[config.mk]
export PLATFORM = sky130hd
export DESIGN_NAME = ninjakun_hsctl
export DESIGN_NICKNAME = d
export VERILOG_FILES = /design/src/rtl/ninjakun_hsctl.sv
export SDC_FILE = /design/constraint.sdc
export NUM_CORES = 1
export LEC_CHECK = 0
export ABC_CLOCK_PERIOD_IN_PS = 2700
export BUFFER_PORTS_ARGS = -buffer_cell sky130_fd_sc_hd__buf_4
export CAP_MARGIN = 20
export CORE_MARGIN = 2
export CORE_UTILIZATION = 52
export CTS_BUF_LIST = sky130_fd_sc_hd__clkbuf_8
export DETAILED_ROUTE_END_ITERATION = 12
export PLACE_DENSITY = 0.91
export SETUP_SLACK_MARGIN = 0.15
export SLEW_MARGIN = 10
export SYNTH_ARGS = -nofsm -noshare
export SYNTH_HDL_FRONTEND = slang
export SYNTH_SLANG_ARGS = --single-unit
[constraint.sdc]
create_clock -name CLK24M -period 2.7 [get_ports CLK24M]
set_clock_uncertainty 0.15 [all_clocks]
set_input_delay 0.135 -clock CLK24M [delete_from_list [all_inputs] [get_ports CLK24M]]
set_output_delay 0.135 -clock CLK24M [all_outputs]
set_load 0.01 [all_outputs]
[src/rtl/ninjakun_hsctl.sv]
// Hiscore save/restore controller for Ninja-Kun CPU0 work RAM.
// Pauses CPU0, validates the hiscore window, then copies bytes RAM<->buffer.
module ninjakun_hsctl #(
    parameter logic [15:0] HS_BASE = 16'hE000,
    parameter logic [7:0]  HS_LEN  = 8'd64,
    parameter logic [7:0]  CHK_S   = 8'h00,
    parameter logic [7:0]  CHK_E   = 8'h00,
    parameter logic [7:0]  TMO     = 8'd240
) (
    input  logic        CLK24M,
    input  logic        RESET_N,
    input  logic        VBLK,
    input  logic        RESTORE_REQ,
    input  logic        DUMP_REQ,
    output logic [15:0] HS_ADR,
    output logic [7:0]  HS_DIN,
    output logic        HS_WR,
    output logic        HS_ACC,
    input  logic [7:0]  HS_DOUT,
    output logic [7:0]  BUF_AD,
    output logic [7:0]  BUF_WD,
    output logic        BUF_WE,
    input  logic [7:0]  BUF_RD,
    output logic        PAUSE_REQ,
    output logic        BUSY,
    output logic        DONE,
    output logic        ERR
);

    typedef enum logic [3:0] {
        IDLE, WAITV, CK_ACC, CK_S, CK_E,
        CK_CMP, X_ACC, X_RD, X_WR, FIN
    } state_t;

    localparam logic [15:0] END_ADR = HS_BASE + {8'h00, HS_LEN} - 16'd1;
    localparam logic [7:0]  LAST    = HS_LEN - 8'd1;

    state_t      state_q, state_d;
    logic [7:0]  idx_q, idx_d;
    logic [7:0]  fcnt_q, fcnt_d;
    logic [7:0]  sbyte_q, sbyte_d;
    logic        err_q, err_d;
    logic        rest_q, rest_d;
    logic        vblk_q;
    logic [15:0] hs_idx;

    assign hs_idx = HS_BASE + {8'h00, idx_q};
    assign ERR    = err_q;

    // State and datapath registers; VBLK history kept every cycle.
    always_ff @(posedge CLK24M or negedge RESET_N) begin
        if (!RESET_N) begin
            state_q <= IDLE;
            idx_q   <= '0;
            fcnt_q  <= '0;
            sbyte_q <= '0;
            err_q   <= 1'b0;
            rest_q  <= 1'b0;
            vblk_q  <= 1'b0;
        end else begin
            state_q <= state_d;
            idx_q   <= idx_d;
            fcnt_q  <= fcnt_d;
            sbyte_q <= sbyte_d;
            err_q   <= err_d;
            rest_q  <= rest_d;
            vblk_q  <= VBLK;
        end
    end

    // Next-state and Moore-style outputs decoded from the current state.
    always_comb begin
        state_d   = state_q;
        idx_d     = idx_q;
        fcnt_d    = fcnt_q;
        sbyte_d   = sbyte_q;
        err_d     = err_q;
        rest_d    = rest_q;
        HS_ADR    = '0;
        HS_DIN    = '0;
        HS_WR     = 1'b0;
        HS_ACC    = 1'b0;
        BUF_AD    = '0;
        BUF_WD    = '0;
        BUF_WE    = 1'b0;
        PAUSE_REQ = 1'b0;
        BUSY      = (state_q != IDLE);
        DONE      = 1'b0;
        unique case (state_q)
            IDLE: begin
                if (RESTORE_REQ) begin
                    state_d = WAITV;
                    err_d   = 1'b0;
                    fcnt_d  = '0;
                    rest_d  = 1'b1;
                end else if (DUMP_REQ) begin
                    state_d = X_ACC;
                    err_d   = 1'b0;
                    rest_d  = 1'b0;
                end
            end
            WAITV: begin
                if (fcnt_q == TMO) begin
                    err_d   = 1'b1;
                    state_d = FIN;
                end else if (VBLK && !vblk_q) begin
                    fcnt_d  = fcnt_q + 8'd1;
                    state_d = CK_ACC;
                end
            end
            CK_ACC: begin
                PAUSE_REQ = 1'b1;
                HS_ACC    = 1'b1;
                state_d   = CK_S;
            end
            CK_S: begin
                PAUSE_REQ = 1'b1;
                HS_ACC    = 1'b1;
                HS_ADR    = HS_BASE;
                state_d   = CK_E;
            end
            CK_E: begin
                PAUSE_REQ = 1'b1;
                HS_ACC    = 1'b1;
                HS_ADR    = END_ADR;
                sbyte_d   = HS_DOUT;
                state_d   = CK_CMP;
            end
            CK_CMP: begin
                PAUSE_REQ = 1'b1;
                HS_ACC    = 1'b1;
                if (sbyte_q == CHK_S && HS_DOUT == CHK_E)
                    state_d = X_ACC;
                else
                    state_d = WAITV;
            end
            X_ACC: begin
                PAUSE_REQ = 1'b1;
                HS_ACC    = 1'b1;
                idx_d     = '0;
                state_d   = X_RD;
            end
            X_RD: begin
                PAUSE_REQ = 1'b1;
                HS_ACC    = 1'b1;
                if (rest_q)
                    BUF_AD = idx_q;
                else
                    HS_ADR = hs_idx;
                state_d = X_WR;
            end
            X_WR: begin
                PAUSE_REQ = 1'b1;
                HS_ACC    = 1'b1;
                HS_ADR    = hs_idx;
                BUF_AD    = idx_q;
                if (rest_q) begin
                    HS_DIN = BUF_RD;
                    HS_WR  = 1'b1;
                end else begin
                    BUF_WD = HS_DOUT;
                    BUF_WE = 1'b1;
                end
                if (idx_q == LAST) begin
                    state_d = FIN;
                end else begin
                    idx_d   = idx_q + 8'd1;
                    state_d = X_RD;
                end
            end
            FIN: begin
                PAUSE_REQ = 1'b1;
                HS_ACC    = 1'b1;
                DONE      = 1'b1;
                state_d   = IDLE;
            end
            default: state_d = IDLE;
        endcase
    end

endmodule

==> metrics, run 1 <==
fin nets=323; Reg2Reg Depth=4; Antenna Nets Post-Route=0; crit-path max FO=16; largest cells by area after synthesis=dfrtp_1, and2_1, mux2_2, and3_1, nor2b_1; multi-input logic area=1150 sq um; total grt overflow=0; Syn-to-layout area delta=34.5%; antenna violations before repair=0; Residual DRC=0; fin util=0.743; io pins=68; wire per inst=15.0 um; Via-to-Cell Ratio=5.86; MaxCap Viol Count=0; Post-synth EDFFs=0; drt initial violations=222; vias in the first global route=1863; Max Root-Sink Buffers=2; Post-synth top cells=dfrtp_1, and2_1, nand2_1, and3_1, nor2b_1; Fill cells=285; final hold vios=0; Num CTS Buffers=5; Crit. Startpoint=state_q[3]; Post-synth top flop=dfrtp_1; First-pass DRT Iterations=5; Avg Synthesized Cell Area=8.89 sq um; first-pass GRT wire length=8.29 mm; Mapped Cells=231; status=complete, no violations; top cell type's share of synthesized area=0.378; hold path start=RESTORE_REQ; synthesized flop and latch total=31; FMAX=410 MHz; Cells on Worst Hold Path=3; gpl congestion=0.902; vias=2038; arrival time worst endpoint=2.15 ns; CP startpoint kind=register; area leader, netlist=dfrtp_1; number of synthesis warnings=0; endpoints failing setup=0; FFs w/ async S/R, synth=1.00; Least-Margin Pin Slew=0.609 ns; FF+latch area=776 sq um; Worst R2R Setup Slack=0.35 ns; CTS Sinks=31; period utilization=0.903; Core Region=3720 sq um; routed wire length=5.22 mm; fin. max-slew vios=0; CTS tree=built; die height=66.8 um; clk root buf=clkbuf_8; Slew headroom=0.594; Crit Path Category=register to output pin; DP Wirelength=3.54 mm; Reg2Reg Launch Point=state_q[3]; largest net degree at the start of global routing=32; Pleak=1.34 nW; worst min path class=input pin to register; PwrDens=766 nW/um^2; GR Util All Layers=0.248; H-tree Lvls=2; share of cells above drive strength 1=0.290; synthesized cell area=2050 sq um; num rows=22; worst-skew pair later-pin latency=0.29 ns; post-route setup TNS=0 ns; WHS Endpoint=rest_q; peak supply drop=0.568 mV; Die Wd=66.8 um; clock-pin slew on the worst setup and hold paths=0.07 ns; sequential fraction of the synthesis area=0.378; Worst Path Required=2.41 ns; count leader, synth=dfrtp_1; I/O Buffers=62; Worst Setup End Kind=output pin; RSZ-0062 raised after global routing=false; Distinct cells, synth=43; Die Area=4470 sq um; initial core utilization=0.553; fin crit period=2.44 ns; r2r endpoint=idx_q[7]; ant diodes=0
power by group:
| part | switching [mW] | internal, mW | leakage [nW] |
|---|---|---|---|
| sequential | 0.170 | 0.582 | 0.406 |
| clock | 0.185 | 0.368 | 0.0644 |
| combinational | 0.417 | 0.393 | 0.875 |
metrics by stage:
stage	area (sq um)	setup WS, ns	power, mW	cells	hold slack [ns]
detailed placement	2510	0.435	1.53	329	-0.0617
global placement	2510	0.478	1.50	329	-0.0656
finish	2760	0.262	2.12	348	0.0279
global route	2760	0.152	2.24	348	0.0487
CTS	2750	0.156	2.10	348	0.0269
floorplan	2070	0.623	1.29	235	-0.311
cells in the final DEF (no fill, tap or decap), drive strengths merged, types with 9 or more instances in the layout:
cell         instances
o21ai                9
nand2               13
buf                 67
dlygate4sd3         11
and3                12
nor2                10
a21oi               11
and2                15
dfrtp               31
nor2b               12
cell families after synthesis:
kind of cell    after synthesis  synth area share
xor+xnor                      3            0.0128
fa+ha+maj                     3            0.0183
flops                        31             0.378
simple gates                105             0.299
compound gates               49             0.159
mux                          11            0.0585
other cells                   1           0.00183
buf+inv                      28            0.0731
layout make-up:
class,count,area share
Multi-Input combinational cell,176,0.416
Sequential cell,31,0.281
Clock buffer,5,0.0249
Clock inverter,3,0.0245
Inverter,7,0.00952
Timing Repair Buffer,78,0.222
Tap cell,48,0.0217
how the worst max path moves through the flow:
stage           endpoint  slack [ns]  cells after the start
6_report       BUF_WD[7]        0.26                      4
5_1_grt        BUF_WD[1]        0.15                      4
4_1_cts        HS_ADR[6]        0.16                      4
3_5_place_dp    idx_q[7]        0.44                      4
3_3_place_gp    idx_q[6]        0.48                      4
2_1_floorplan   idx_q[6]        0.62                      6
layer usage:
metal,up-vias,wire length (um),GRT usage
met5,-,0,0
met4,0,128,0.107
li1,958,-,-
met3,18,235,0.0625
met2,75,2710,0.420
met1,987,2150,0.299
flip-flops by register name, indices dropped and copies added (netlist names):
signal and cells:
sbyte_q 8, state_q 4, idx_q 8, rest_q 1, vblk_q 1, ERR 1, fcnt_q 8
worst max-delay path, stage by stage, from the launching register on:
cell and delay, ns:
dfrtp_1 0.58, or4b_1 0.63, nor2_2 0.34, and2_1 0.19
buf_4 0.12
timing repair:
action / CTS / global route
buffers inserted: 0 / 0
gates resized for setup: 0 / 2
setup endpoints to repair: 0 / 17
hold buffers: 11 / 0
hold endpoints to repair: 42 / 0
Power figures use the tool's default switching activity.
==> run 2: changes to the inputs <==
- ABC_AREA: default -> 1
- ABC_CLOCK_PERIOD_IN_PS: 2700 -> 2100
- CORE_UTILIZATION: 52 -> 48
- PLACE_DENSITY: 0.91 -> 0.88
- clock period: 2.7 -> 2.1 ns (I/O delays scaled with it)
==> metrics, run 2 <==
Cells on Worst Hold Path=4 (was 3); worst-skew pair later-pin latency=0.29 ns (about the same); multi-input logic area=1170 sq um (was 1150 sq um); area leader, netlist=dfrtp_1 (unchanged); top flop regs=fcnt_q (8), idx_q (8), sbyte_q (8) (unchanged); Worst Path Required=1.85 ns (was 2.41 ns); RSZ-0062 raised after global routing=true (was false); DP Wirelength=4.05 mm (was 3.54 mm); number of synthesis warnings=0 (unchanged); Crit Path Category=register to output pin (unchanged); post-route setup TNS=0 ns (unchanged); CTS Sinks=31 (unchanged); H-tree Lvls=2 (unchanged); final hold vios=0 (unchanged); io pins=68 (unchanged); antenna violations before repair=0 (unchanged); fin util=0.670 (was 0.743); FFs w/ async S/R, synth=1.00 (unchanged); top cell type's share of synthesized area=0.359 (was 0.378); Antenna Nets Post-Route=0 (unchanged); endpoints failing setup=0 (unchanged); arrival time worst endpoint=1.63 ns (was 2.15 ns); most common cell after layout, fill and taps aside=nand2_1 (was buf_4); Num CTS Buffers=5 (unchanged); Distinct cells, synth=34 (was 43); vias=2317 (was 2038); r2r endpoint=state_q[2] (was idx_q[7]); CP startpoint kind=register (unchanged); Mapped Cells=315 (was 231); initial core utilization=0.496 (was 0.553); drt initial violations=146 (was 222); Max Root-Sink Buffers=2 (unchanged); GR Util All Layers=0.238 (was 0.248); Post-synth top flop=dfrtp_1 (unchanged); routed wire length=5.90 mm (was 5.22 mm); fin crit period=1.88 ns; sequential fraction of the synthesis area=0.359 (was 0.378); Residual DRC=0 (unchanged); hold path start=DUMP_REQ (was RESTORE_REQ); WHS Endpoint=rest_q (unchanged); Worst Setup End Kind=output pin (unchanged); period utilization=0.896; MaxCap Viol Count=0 (unchanged); worst min path class=input pin to register (unchanged); Pleak=1.53 nW (was 1.34 nW); CTS tree=built (unchanged); wire per inst=13.2 um (was 15.0 um); crit-path max FO=7 (was 16); first-pass GRT wire length=9.57 mm (was 8.29 mm); Reg2Reg Depth=8 (was 4); peak supply drop=0.333 mV (was 0.568 mV); most frequent cells in the layout=nand2_1, buf_4, nor2_1 (was buf_4, dfrtp_1, and2_1); I/O Buffers=62 (unchanged); Core Region=4350 sq um (was 3720 sq um); Avg Synthesized Cell Area=6.85 sq um (was 8.89 sq um); fin nets=417 (was 323); share of cells above drive strength 1=0.279 (was 0.290); gpl congestion=0.912 (was 0.902); ant diodes=0 (unchanged); count leader, synth=nand2_1 (was dfrtp_1); Post-synth top cells=nand2_1, nor2_1, inv_1, dfrtp_1, o21ai_0 (was dfrtp_1, and2_1, nand2_1, and3_1, nor2b_1); Worst R2R Setup Slack=0.32 ns (was 0.35 ns); num rows=24 (was 22); FF+latch area=778 sq um (was 776 sq um); fin. max-slew vios=0 (unchanged); total grt overflow=0 (unchanged); PwrDens=436 nW/um^2 (was 766 nW/um^2); largest net degree at the start of global routing=32 (unchanged); synthesized cell area=2160 sq um (was 2050 sq um); Die Area=5050 sq um (was 4470 sq um); clock-pin slew on the worst setup and hold paths=0.07 ns (about the same); largest cells by area after synthesis=dfrtp_1, nand2_1, nor2_1, inv_1, o21ai_0 (was dfrtp_1, and2_1, mux2_2, and3_1, nor2b_1); First-pass DRT Iterations=5 (unchanged); FMAX=531 MHz; die height=71.1 um (was 66.8 um); status=complete, no violations (unchanged); Reg2Reg Launch Point=idx_q[0] (was state_q[3]); Via-to-Cell Ratio=5.20 (was 5.86); clk root buf=clkbuf_8 (unchanged); synthesized flop and latch total=31 (unchanged); Fill cells=350 (was 285); vias in the first global route=2132 (was 1863); Die Wd=71.1 um (was 66.8 um); Syn-to-layout area delta=35.1% (was 34.5%); Post-synth EDFFs=0 (unchanged)
run 2: changes by cell type after synthesis, moves of 10 or more:
cell     previous run  this run
nand2_1            13        79
nor2_1             10        57
inv_1               7        41
and2_1             15         0
o21ai_0             9        22
and3_1             12         0
nor2b_1            12         0
nand3_1             8        18
run 2: cell families (layout without fill, tap and decap cells):
| family | after synthesis | count (layout) | synth area share |
|---|---|---|---|
| other | 1 | 5 | 0.00174 |
| flip-flops | 31 | 31 | 0.359 |
| adder cells (fa/ha/maj) | 3 | 3 | 0.0174 |
| XOR/XNOR | 5 | 5 | 0.0203 |
| buffers and inverters | 60 | 134 | 0.124 |
| AND/OR/NAND/NOR | 178 | 178 | 0.374 |
| AO/OA/AOI/OAI | 37 | 38 | 0.103 |
run 2: critical path, stage by stage, from the launching register on:
cell	delay [ns]
dfrtp_2	0.47
nand2_1	0.18
nor2_4	0.22
a21oi_2	0.12
o21ai_0	0.19
buf_4	0.16
run 2: worst max-delay path by stage:
| stage | cells past startpoint | start | end | slack (ns) |
|---|---|---|---|---|
| 3_3_place_gp | 10 | fcnt_q[0] | fcnt_q[2] | 0.38 |
| 2_1_floorplan | 10 | fcnt_q[0] | fcnt_q[5] | 0.47 |
| 6_report | 5 | state_q[0] | HS_ADR[2] | 0.22 |
| 4_1_cts | 6 | state_q[2] | BUF_AD[7] | 0.16 |
| 3_5_place_dp | 10 | fcnt_q[0] | fcnt_q[6] | 0.34 |
| 5_1_grt | 6 | state_q[3] | HS_ADR[14] | 0.15 |
run 2: metal layers:
layer  share of wire  GRT usage  wire, um
met1            0.41      0.300      2420
met4           0.014     0.0985        82
met2            0.49      0.405      2910
met5               0          0         0
met3           0.082     0.0399       484
run 2: stage by stage:
step                std cells  total power [mW]  cell area (sq um)  hold slack (ns)  setup slack [ns]
floorplan                 319             0.668               2170           -0.341             0.469
finish                    446              1.27               2920            0.102             0.218
CTS                       444              1.28               2870           0.0866             0.160
detailed placement        424             0.744               2650          -0.0835             0.340
global placement          424             0.741               2650          -0.0919             0.383
global route              446              1.31               2920            0.123             0.148
run 2: layout make-up:
class | instances | area share
Multi-Input combinational cell | 229 | 0.401
Inverter | 47 | 0.0614
Timing Repair Buffer | 79 | 0.214
Clock inverter | 1 | 0.00129
Sequential cell | 31 | 0.267
Clock buffer | 7 | 0.0330
Tap cell | 52 | 0.0223
run 2: power breakdown:
| group | switching, mW | total [mW] | internal [mW] |
|---|---|---|---|
| Clock | 0.227 | 0.521 | 0.294 |
| Combinational | 0.0700 | 0.146 | 0.0756 |
| Sequential | 0.00566 | 0.605 | 0.600 |
run 2: what timing repair did:
action                                  4_1_cts  5_1_grt
pin swaps                                     1        2
hold buffers                                 11        0
buffers inserted                              0        2
endpoints found under the setup margin       13       27
cloned                                        1        0
endpoints found under the hold margin        41        0
resized for setup                             3       10
==> run 3: changes to the inputs <==
- ABC_AREA: 1 -> default
- CORE_UTILIZATION: 48 -> 47
- PLACE_DENSITY: 0.88 -> 0.89
==> metrics, run 3 (synthesis results as in run 1) <==
Pleak=1.72 nW (was 1.53 nW); io pins=68 (unchanged); MaxCap Viol Count=0 (unchanged); first-pass GRT wire length=11.0 mm (was 9.57 mm); post-route setup TNS=-1.32 ns (was 0 ns); hold slack final=0.138 ns (was 0.102 ns); arrival time worst endpoint=1.96 ns (was 1.63 ns); status=finished with violations (was complete, no violations); fin nets=374 (was 417); # placed instances=353 (was 424); DP Wirelength=3.89 mm (was 4.05 mm); most common cell after layout, fill and taps aside=buf_4 (was nand2_1); total grt overflow=0 (unchanged); vias=2481 (was 2317); fin util=0.858 (was 0.670); most frequent cells in the layout=buf_4, buf_6, dfrtp_1 (was nand2_1, buf_4, nor2_1); failing checks=negative setup slack; Max Root-Sink Buffers=2 (unchanged); fin. max-slew vios=0 (unchanged); CP max-delay cell=or4b_4 (was dfrtp_2); initial core utilization=0.478 (was 0.496); Antenna Nets Post-Route=0 (unchanged); Num CTS Buffers=5 (unchanged); Worst Setup End Kind=output pin (unchanged); PwrDens=1040 nW/um^2 (was 436 nW/um^2); peak supply drop=0.875 mV (was 0.333 mV); Residual DRC=0 (unchanged); Syn-to-layout area delta=79.5% (was 35.1%); period utilization=1.05 (was 0.896); largest net degree at the start of global routing=32 (unchanged); top flop regs=fcnt_q (8), idx_q (8), sbyte_q (8) (unchanged); H-tree Lvls=2 (unchanged); Die Area=4910 sq um (was 5050 sq um); CP top delay family=simple AND/OR/NAND/NOR gates (was flip-flops); num rows=24 (unchanged); clock-pin slew on the worst setup and hold paths=0.08 ns (was 0.07 ns); drt initial violations=217 (was 146); FMAX=452 MHz (was 531 MHz); CP startpoint kind=register (unchanged); routed wire length=9.10 mm (was 5.90 mm); critical path cell sequence=or4b_4, buf_6, nor2_4, buf_6, and2_4, buf_6 (was nand2_1, nor2_4, a21oi_2, o21ai_0, buf_4); die height=70.1 um (was 71.1 um); First-pass DRT Iterations=5 (unchanged); crit-path max FO=5 (was 7); CTS Sinks=31 (unchanged); Crit Path Category=register to output pin (unchanged); share of cells above drive strength 1=0.558 (was 0.279); endpoints failing setup=31 (was 0); antenna violations before repair=0 (unchanged); Least-Margin Pin Slew=0.513 ns; Pwr Total=3.82 mW (was 1.27 mW); Die Wd=70.1 um (was 71.1 um); Core Region=4290 sq um (was 4350 sq um); Worst Path Required=1.85 ns (about the same); RSZ-0062 raised after global routing=true (unchanged); Via-to-Cell Ratio=6.16 (was 5.20); worst path bufs/invs=3 (was 1); clk root buf=clkbuf_8 (unchanged); Slew headroom=0.657; GR Util All Layers=0.285 (was 0.238); CTS tree=built (unchanged); worst-skew pair later-pin latency=0.31 ns (was 0.29 ns); vias in the first global route=2239 (was 2132); gpl congestion=0.845 (was 0.912); Crit path largest cell delay=0.54 ns (was 0.47 ns); wire per inst=22.6 um (was 13.2 um); Final Non-Filler Cells=403 (was 446); worst min path class=input pin to async pin (was input pin to register); most used cell, CP=buf_6; fin crit period=2.21 ns (was 1.88 ns); final hold vios=0 (unchanged); final worst-path setup slack=-0.114 ns (was 0.218 ns); I/O Buffers=62 (unchanged); ant diodes=0 (unchanged)
[run 3: cell types whose count changed in the layout (fill, tap and decap cells not counted), moves of 10 or more]
cell,delta
nand2_1,-66
nor2_1,-49
buf_6,+48
inv_1,-36
o21ai_0,-17
and2_4,+12
nor2b_1,+10
[run 3: timing repair]
item | CTS | global route
pin swaps | 23 | 30
gates resized for setup | 63 | 85
setup endpoints to repair | 49 | 64
hold buffers | 12 | 0
gates cloned | 4 | 1
setup buffers | 14 | 11
endpoints found under the hold margin | 42 | 0
[run 3: final timing paths]
kind                            startpoint         end  slack [ns]  cells past startpoint
max in group asynchronous          RESET_N  state_q[2]        1.33                      2
worst min-delay path               RESET_N  sbyte_q[3]        0.14                      2
worst max-delay path            state_q[1]   BUF_WD[7]       -0.11                      6
worst min register to register         ERR         ERR        0.37                      1
min in group CLK24M                   VBLK      vblk_q        0.33                      2
worst max register to register  state_q[1]   fcnt_q[6]       -0.03                      8
[run 3: final cells by class]
type	instances	area (sq um)
Clock inverter	2	35.0
Sequential cell	31	778
Tap cell	52	65.1
Inverter	7	26.3
Timing Repair Buffer	129	1200
Multi-Input combinational cell	176	1490
Clock buffer	6	82.6
Fill cell	216	609
[run 3: where the power goes]
part           internal, mW  leakage, nW  switching (mW)
combinational          1.14         1.25            1.12
sequential            0.752        0.403           0.143
clock                 0.384       0.0612           0.272
total                  2.28         1.72            1.54
[run 3: through the flow]
stage          area (sq um)  setup slack [ns]
6_report               3680            -0.114
5_1_grt                3680            -0.140
2_1_floorplan          2080             0.109
3_3_place_gp           2670             0.128
3_5_place_dp           2670           -0.0226
4_1_cts                3270           -0.0267
[run 3: layer usage]
| layer | part of all wire | track usage | wire length, um |
|---|---|---|---|
| met1 | 0.38 | 0.338 | 3470 |
| met2 | 0.51 | 0.504 | 4690 |
| met3 | 0.064 | 0.0693 | 587 |
| met4 | 0.040 | 0.0919 | 363 |
| met5 | 0 | 0 | 0 |
